[src/rtl/serial_adder_pkg.sv]
// Shared definitions for the bit-serial adder controller: FSM state encoding
// and an elaboration-time clog2 used to size the bit counter.
// Latency: n/a (constants and a constant function only). Backpressure: n/a.
package serial_adder_pkg;

   localparam logic [1:0] ST_IDLE = 2'd0;
   localparam logic [1:0] ST_RUN  = 2'd1;
   localparam logic [1:0] ST_DONE = 2'd2;

   // Ceiling log2; clog2(1) = 0, clog2(2) = 1, clog2(9) = 4.
   function automatic int clog2(input int value);
      int r;
      r = 0;
      for (int i = 0; i < 32; i++) begin
         if ((64'd1 << i) < 64'(value)) begin
            r = i + 1;
         end
      end
      return r;
   endfunction

endpackage

[src/rtl/full_adder.sv]
// Single-bit full adder cell, the only arithmetic element of the serial adder.
// Latency: combinational. Backpressure: n/a.
// Ports: a, b, c_in -> s (sum), c_out (carry).
module full_adder (
   input  logic a,
   input  logic b,
   input  logic c_in,
   output logic s,
   output logic c_out
);

   assign s     = a ^ b ^ c_in;
   assign c_out = (a & b) | (a & c_in) | (b & c_in);

endmodule

[src/rtl/serial_adder_ctrl.sv]
// Bit-serial adder: sequences one full_adder over WIDTH cycles, LSB first.
// Latency: accept at edge k, done_valid high after edge k+WIDTH; issue interval WIDTH+2.
// Backpressure: result and done_valid hold until done_ready; start_ready only in IDLE.
// Ports:
//   clk, rst                     clock, synchronous active-high reset
//   start_valid/start_ready      request handshake; a_in, b_in, c_in sampled on accept
//   done_valid/done_ready        result handshake
//   sum_out, c_out, ovf          registered sum, carry out, signed overflow
//   busy                         high while in RUN or DONE
module serial_adder_ctrl
   import serial_adder_pkg::*;
#(
   parameter int WIDTH = 8
) (
   input  logic             clk,
   input  logic             rst,
   input  logic             start_valid,
   output logic             start_ready,
   input  logic [WIDTH-1:0] a_in,
   input  logic [WIDTH-1:0] b_in,
   input  logic             c_in,
   output logic             done_valid,
   input  logic             done_ready,
   output logic [WIDTH-1:0] sum_out,
   output logic             c_out,
   output logic             ovf,
   output logic             busy
);

   localparam int                CNT_W    = clog2(WIDTH + 1);
   localparam logic [CNT_W-1:0]  LAST_BIT = CNT_W'(WIDTH - 1);

   logic [1:0]       state_q, state_d;
   logic [WIDTH-1:0] a_sh_q, a_sh_d;
   logic [WIDTH-1:0] b_sh_q, b_sh_d;
   logic             carry_q, carry_d;
   logic [CNT_W-1:0] bit_cnt_q, bit_cnt_d;
   logic [WIDTH-1:0] sum_out_q, sum_out_d;
   logic             c_out_q, c_out_d;
   logic             ovf_q, ovf_d;

   logic             fa_s;
   logic             fa_cout;
   logic             accept;
   logic             running;
   logic             last_bit;
   logic             msb_cin;
   // Complete sum as it would stand after the bit processed this cycle.
   logic [WIDTH-1:0] sum_full;

   assign accept   = (state_q == ST_IDLE) && start_valid;
   assign running  = (state_q == ST_RUN);
   assign last_bit = (bit_cnt_q == LAST_BIT);
   // On the MSB cycle the carry register holds the carry into the MSB.
   assign msb_cin  = carry_q;

   full_adder u_fa (
      .a     (a_sh_q[0]),
      .b     (b_sh_q[0]),
      .c_in  (carry_q),
      .s     (fa_s),
      .c_out (fa_cout)
   );

   // Sum shifter. Only WIDTH-1 earlier bits need storing: the MSB comes
   // straight from the cell on the final cycle, so the shifter is one bit
   // narrower than the operand and vanishes entirely for WIDTH=1.
   if (WIDTH > 1) begin : g_sum_sh
      logic [WIDTH-2:0] sum_sh_q, sum_sh_d;

      assign sum_full = {fa_s, sum_sh_q};

      always_comb begin
         sum_sh_d = sum_sh_q;
         if (accept) begin
            sum_sh_d = '0;
         end else if (running) begin
            sum_sh_d = sum_full[WIDTH-1:1];
         end
      end

      always_ff @(posedge clk) begin
         if (rst) begin
            sum_sh_q <= '0;
         end else begin
            sum_sh_q <= sum_sh_d;
         end
      end
   end else begin : g_no_sum_sh
      assign sum_full = fa_s;
   end

   // ---------------- FSM: state register ----------------
   always_ff @(posedge clk) begin
      if (rst) begin
         state_q <= ST_IDLE;
      end else begin
         state_q <= state_d;
      end
   end

   // ---------------- FSM: next state ----------------
   always_comb begin
      state_d = state_q;
      case (state_q)
         ST_IDLE: if (start_valid) state_d = ST_RUN;
         ST_RUN:  if (last_bit)    state_d = ST_DONE;
         ST_DONE: if (done_ready)  state_d = ST_IDLE;
         default:                  state_d = ST_IDLE;
      endcase
   end

   // ---------------- FSM: outputs (registered state only) ----------------
   always_comb begin
      start_ready = 1'b0;
      done_valid  = 1'b0;
      busy        = 1'b0;
      case (state_q)
         ST_IDLE: start_ready = 1'b1;
         ST_RUN:  busy        = 1'b1;
         ST_DONE: begin
            busy       = 1'b1;
            done_valid = 1'b1;
         end
         default: ;
      endcase
   end

   // ---------------- Datapath next state ----------------
   always_comb begin
      a_sh_d    = a_sh_q;
      b_sh_d    = b_sh_q;
      carry_d   = carry_q;
      bit_cnt_d = bit_cnt_q;
      sum_out_d = sum_out_q;
      c_out_d   = c_out_q;
      ovf_d     = ovf_q;

      if (accept) begin
         a_sh_d    = a_in;
         b_sh_d    = b_in;
         carry_d   = c_in;
         bit_cnt_d = '0;
      end else if (running) begin
         a_sh_d    = a_sh_q >> 1;
         b_sh_d    = b_sh_q >> 1;
         carry_d   = fa_cout;
         bit_cnt_d = bit_cnt_q + CNT_W'(1);
         // Result registers change only on the RUN->DONE step.
         if (last_bit) begin
            sum_out_d = sum_full;
            c_out_d   = fa_cout;
            ovf_d     = msb_cin ^ fa_cout;
         end
      end
   end

   always_ff @(posedge clk) begin
      if (rst) begin
         a_sh_q    <= '0;
         b_sh_q    <= '0;
         carry_q   <= 1'b0;
         bit_cnt_q <= '0;
         sum_out_q <= '0;
         c_out_q   <= 1'b0;
         ovf_q     <= 1'b0;
      end else begin
         a_sh_q    <= a_sh_d;
         b_sh_q    <= b_sh_d;
         carry_q   <= carry_d;
         bit_cnt_q <= bit_cnt_d;
         sum_out_q <= sum_out_d;
         c_out_q   <= c_out_d;
         ovf_q     <= ovf_d;
      end
   end

   assign sum_out = sum_out_q;
   assign c_out   = c_out_q;
   assign ovf     = ovf_q;

endmodule

[config.mk]
export PLATFORM = sky130hd
export DESIGN_NAME = serial_adder_ctrl
export DESIGN_NICKNAME = d
export VERILOG_FILES = /design/src/rtl/serial_adder_pkg.sv /design/src/rtl/full_adder.sv /design/src/rtl/serial_adder_ctrl.sv
export SDC_FILE = /design/constraint.sdc
export NUM_CORES = 1
export LEC_CHECK = 0
export BUFFER_PORTS_ARGS = -buffer_cell sky130_fd_sc_hd__buf_2
export CORE_AREA = 2 2 72 74
export DETAILED_ROUTE_END_ITERATION = 6
export DIE_AREA = 0 0 74 76
export SETUP_SLACK_MARGIN = 0.4
export SYNTH_ARGS = -nofsm -noshare
export SYNTH_HDL_FRONTEND = slang
export SYNTH_HIERARCHICAL = 1
export SYNTH_SLANG_ARGS = --single-unit
[constraint.sdc]
create_clock -name clk -period 3.6 [get_ports clk]
set_clock_uncertainty 0.15 [all_clocks]
set_input_delay 1.08 -clock clk [delete_from_list [all_inputs] [get_ports clk]]
set_output_delay 1.08 -clock clk [all_outputs]
set_load 0.03 [all_outputs]
## Word-level counts from Yosys, hierarchy flattened

Cells that the tools add are included.

- Output and inout bits: 13
- Logic and storage cells: 45
- Input port bits: 21
- Register bits after elaboration: 40

- $add $sub $neg: 1
- Reduce and logical (&&, ||, !) cells: 7
- Muxes and demuxes: 13
- Bitwise operators: 9
- Equality and inequality tests: 6

Operator list:

| kind | count |
|---|---|
| $mux W8 | 4 |
| $mux W2 | 3 |
| $pmux W2 S3 | 1 |
| $reduce_and A3 Y1 | 2 |
| $mux W1 | 5 |
| $add A4 B1 Y4 const B | 1 |
| $eq A4 B3 Y1 const B | 1 |
| $ne A2 B2 Y1 const B | 2 |
| $reduce_or A2 Y1 | 2 |
| $and A1 B1 Y1 | 3 |
| $xor A1 B1 Y1 | 3 |
| $eq A2 B1 Y1 const B | 1 |
| $eq A2 B2 Y1 const B | 1 |
| $logic_not A2 Y1 | 1 |
| $ne A2 B1 Y1 const B | 1 |
| $or A1 B1 Y1 | 2 |
| $reduce_bool A2 Y1 | 1 |
| $logic_and A1 B1 Y1 | 1 |
| $not A1 Y1 | 1 |

## Logic depth before layout (Yosys ltp)

- Depth after elaboration: 5
- Gate-level depth with buffers: 6
- Depth with buffers taken out: 5

## Cells and area by module

Netlist, hierarchy kept.

Modules (own cells, without submodules):

| module | area each (µm²) | sequential area each (µm²) | cells an instance | instances |
|---|---|---|---|---|
| serial_adder_ctrl | 1,667.8 | 800.8 | 177 | 1 |
| full_adder | 20.0 | 0.0 | 1 | 1 |

## Worst setup path after synthesis

Ideal clock, no wire load.

- Path type: reg2out
- Start point: register state_q[0]
- End point: output port busy
- Setup slack: 1.529 ns
- Stages on the path, launching flop included: 3
- Required time: 2.370 ns
- Arrival: 0.841 ns
- Path buffers: 0
- Cells stage by stage: dfxtp_1 inv_1 ha_1

- Word-level cells in the longest chain between the ends: 3
- Elaborated cells on any way between the ends: 4
- Those cells by class: eq/ne (2); mux (1); reduce/logical (1)

RTL lines:

| what | line | RTL |
|---|---|---|
| start: declaration | serial_adder_ctrl.sv:33 | `logic [1:0] state_q, state_d;` |
| start signal: assignment | serial_adder_ctrl.sv:98 | `state_q <= state_d;` |
| $eq A2 B1 Y1 / $eq A2 B2 Y1 (equally long branches) | serial_adder_ctrl.sv:118 | `case (state_q)` |
| $reduce_or A2 Y1 (no source line) (*) | -- |  |
| $mux W1 (*) | serial_adder_ctrl.sv:118 |  |
| end: declaration | serial_adder_ctrl.sv:27 | `output logic busy` |

Mark *: on every way between the ends. The rest lies on a longest branch, timed or not.

## Worst setup path after layout

- Start point: register state_q[1]
- End point: output port start_ready

- Word-level cells in the longest chain between the ends: 2

RTL lines:

| what | line | RTL |
|---|---|---|
| $logic_not A2 Y1 | serial_adder_ctrl.sv:118 |  |
| $mux W1 | serial_adder_ctrl.sv:118 |  |
| end: declaration | serial_adder_ctrl.sv:18 | `output logic start_ready,` |

No other way between the ends.

==> results by group <==
Cells and area
  – Area grow syn2layout: 18.46%
  – Layout cells sized above 1: 0.1991
  – Most frequent cells in the layout: dfxtp_1 (40), buf_2 (33), nor2_1 (27), mux2i_1 (25), nand2_1 (20)
  – Most common cell after layout, fill and taps aside: dfxtp_1
  – Post-layout nets: between 200 and 250
  – Diode count: 0

Status
  – Outcome: finished clean

Drt
  – Vias per cell: ~4.6
  – Starting DRT DRC Count: 65
  – Routed Wire Length: 3.178 mm
  – Wire length per cell: ~11 um
  – Routed vias: around 1300
  – Final ANT Viol Nets: 0
  – DRC: 0
  – DR pass1 iterations: 4

Synthesis
  – Post-Syn Instances: between 150 and 200
  – Post-synth cell types: 21
  – Synth Area in Simple Gates: 0.1572
  – Mux cell area share after synthesis: 0.1483
  – Synth Area per Inst: between 9 and 10 um^2
  – Compound-Gate Fraction of Synth Area: 0.1097
  – Seq/Total Area, Yosys: 0.4744
  – Largest family of logic cells by synthesized area: simple AND/OR/NAND/NOR gates
  – Cell taking the most area after synthesis: dfxtp_1
  – Flops & latches, synth: 40
  – Syn nets: approximately 210
  – Ys Warns: 6
  – Post-Synth Adder-Cell Area: 0.04893
  – Mapped Area: 1688 um^2
  – Top-area cell type share of the netlist area: 0.4744
  – Top cells by area, synth: dfxtp_1 (47%), mux2i_1 (15%), a211oi_1 (7.1%), nor2_1 (6.0%), nand2_1 (4.4%)
  – XOR/XNOR share of the synthesized area: 0.02076

Setup path
  – Class of the most critical setup path: flop to primary output
  – Slowest-stage cell, CP: dfxtp_1
  – Crit-path max FO: 6
  – RR Startpoint: state_q[1]
  – CP arrival: between 1 and 1.5 ns
  – R2r worst-path depth: 5
  – Delay of the slowest critical-path stage: 0.33 ns
  – Critical R2R Capture: ovf
  – CP Data Required Time: approximately 2.4 ns
  – CP startpoint kind: flop
  – R2r setup slk: 1.39 ns
  – Critical-path cell list: inv_1 > ha_1 > buf_2
  – CP Capture Type: primary output

STA
  – Fin. Hold Viols: 0
  – Fmax: 404.4 MHz
  – Slew HR: 0.4436
  – Crit path time final: ~2.5 ns
  – Finish-stage setup viols: 0
  – Max-slew violations: 0
  – RSZ-0062 raised after global routing: no
  – Setup TNS: 0 ns
  – Fin Hold WS: ~0.3 ns
  – Slew @ Worst Pin: 0.8346 ns
  – Final Cycle Share: 0.6868

Global routing
  – Tot GR Track Use: 0.1223
  – Remaining Overflow, GRT: 0
  – First-pass GRT wire length: approximately 5.4 mm
  – Number of global-route vias before repair: between 1000 and 1500
  – Largest net degree at the start of global routing: 33
  – Initial antenna violation count: 0

Job
  – Max-Cap Viols: 0

Clock network
  – CTS tree: done
  – Number of CTS-inserted buffers: 5
  – # hold bufs at CTS: 0
  – CTS sink count: 40
  – Clock transition at the registers of the reported paths: about 0.070 ns
  – Post-CTS Setup Inserts: 0
  – Clock Root Buffer: clkbuf_8
  – Post-CTS sizing: 0
  – Clock Latency Late Sink: approximately 0.29 ns
  – CTS HTree Levels: 2
  – Clock Tree Buf Depth: 2

Worst hold path
  – HP Start: sum_out[5]
  – Hold Path Stages: 2
  – Hold path endpoint: sum_out[5]
  – Hold crit path type: flop to flop

Floorplan
  – Core ar.: between 4000 and 5000 um^2
  – I/O pin cnt: 34
  – Row count: 26
  – Die height: roughly 76 um
  – Area of the die: around 5600 um^2
  – Die span in x: approximately 74 um
  – Starting Density: 0.3436

Placement
  – Buffers on Ports: 33
  – GPL Wtd Cong: 0.6920
  – HPWL after detailed placement: 2.185 mm

Power
  – Cell leakage power: between 0.7 and 0.8 nW
  – Pwr Density: between 600 and 700 nW/um^2
  – Worst vdd ir: 277.8 uV
## cell usage after synthesis
library cell and instances:
inv_1 4, a21oi_1 11, nand4_1 1, nand2b_1 5, dfxtp_1 40, mux2i_1 25
nand3b_1 3, xnor2_1 2, nand4b_1 1, clkbuf_1 5, a222oi_1 1, xor2_1 2
nand3_1 2, nand2_1 20, nor2_1 27, a211oi_1 16, buf_2 4, ha_1 5
fa_1 1, buf_4 2, and4b_1 1
## layout make-up
class | count | area, um^2
Multi-Input combinational cell | 123 | 818.3
Sequential cell | 40 | 800.8
Timing Repair Buffer | 36 | 187.7
Clock buffer | 8 | 90.09
Inverter | 4 | 15.01
Fill cell | 501 | 2913
Tap cell | 70 | 87.58
## metal layers
layer | vias up | track usage | share of wire
li1 | 680 | - | -
met1 | 562 | 0.1660 | 0.52
met2 | 35 | 0.1830 | 0.42
met3 | 6 | 0.03571 | 0.047
met4 | 0 | 0.04364 | 0.014
met5 | - | 0 | 0
## power by group
group / total (mW) / leakage [nW] / switching [mW] / internal [mW]
logic: 0.412 / 0.425 / 0.235 / 0.176
clock network: 0.301 / 0.0455 / 0.144 / 0.156
registers: 0.560 / 0.326 / 0.0465 / 0.514
## state kept, by name, indices dropped and copies added (netlist names)
signal and count:
c_out 1, a_sh_q 8, ovf 1, state_q 2, bit_cnt_q 4, carry_q 1
b_sh_q 8, sum_out 8, g_sum_sh.sum_sh_q 7
## cells by family (layout without fill, tap and decap cells)
logic type,count (synthesis),in the layout
compound gates,28,28
xor+xnor,4,4
flops,40,40
simple gates,60,60
mux,25,25
buf+inv,15,48
fa+ha+maj,6,6
## worst max-delay path by stage
stage | start | end | slack [ns] | cells past startpoint
finish | state_q[1] | start_ready | 1.13 | 3
CTS | state_q[1] | start_ready | 1.10 | 3
floorplan | state_q[0] | busy | 1.53 | 2
global route | state_q[1] | start_ready | 1.02 | 3
global placement | start_valid | a_sh_q[3] | 1.23 | 5
detailed placement | start_valid | a_sh_q[2] | 1.17 | 5
## through the flow
stage | power [mW] | cell area, um^2 | worst slack (ns) | cells | utilization
4_1_cts | 1.289 | 1999 | 1.098 | 281 | 0.4070
3_5_place_dp | 0.9861 | 1909 | 1.172 | 273 | 0.3887
3_3_place_gp | 0.9767 | 1909 | 1.235 | 273 | 0.3887
5_1_grt | 1.352 | 1999 | 1.025 | 281 | 0.4070
6_report | 1.273 | 1999 | 1.127 | 281 | 0.4070
2_1_floorplan | 0.9047 | 1688 | 1.529 | 178 | -
## critical path: cells and delay by family (launching register included)
kind | cells | cell delay, ns
buffers and inverters | 2 | 0.34
flip-flops | 1 | 0.33
adder cells (fa/ha/maj) | 1 | 0.28
No activity file was read; power rests on OpenSTA's default activity.
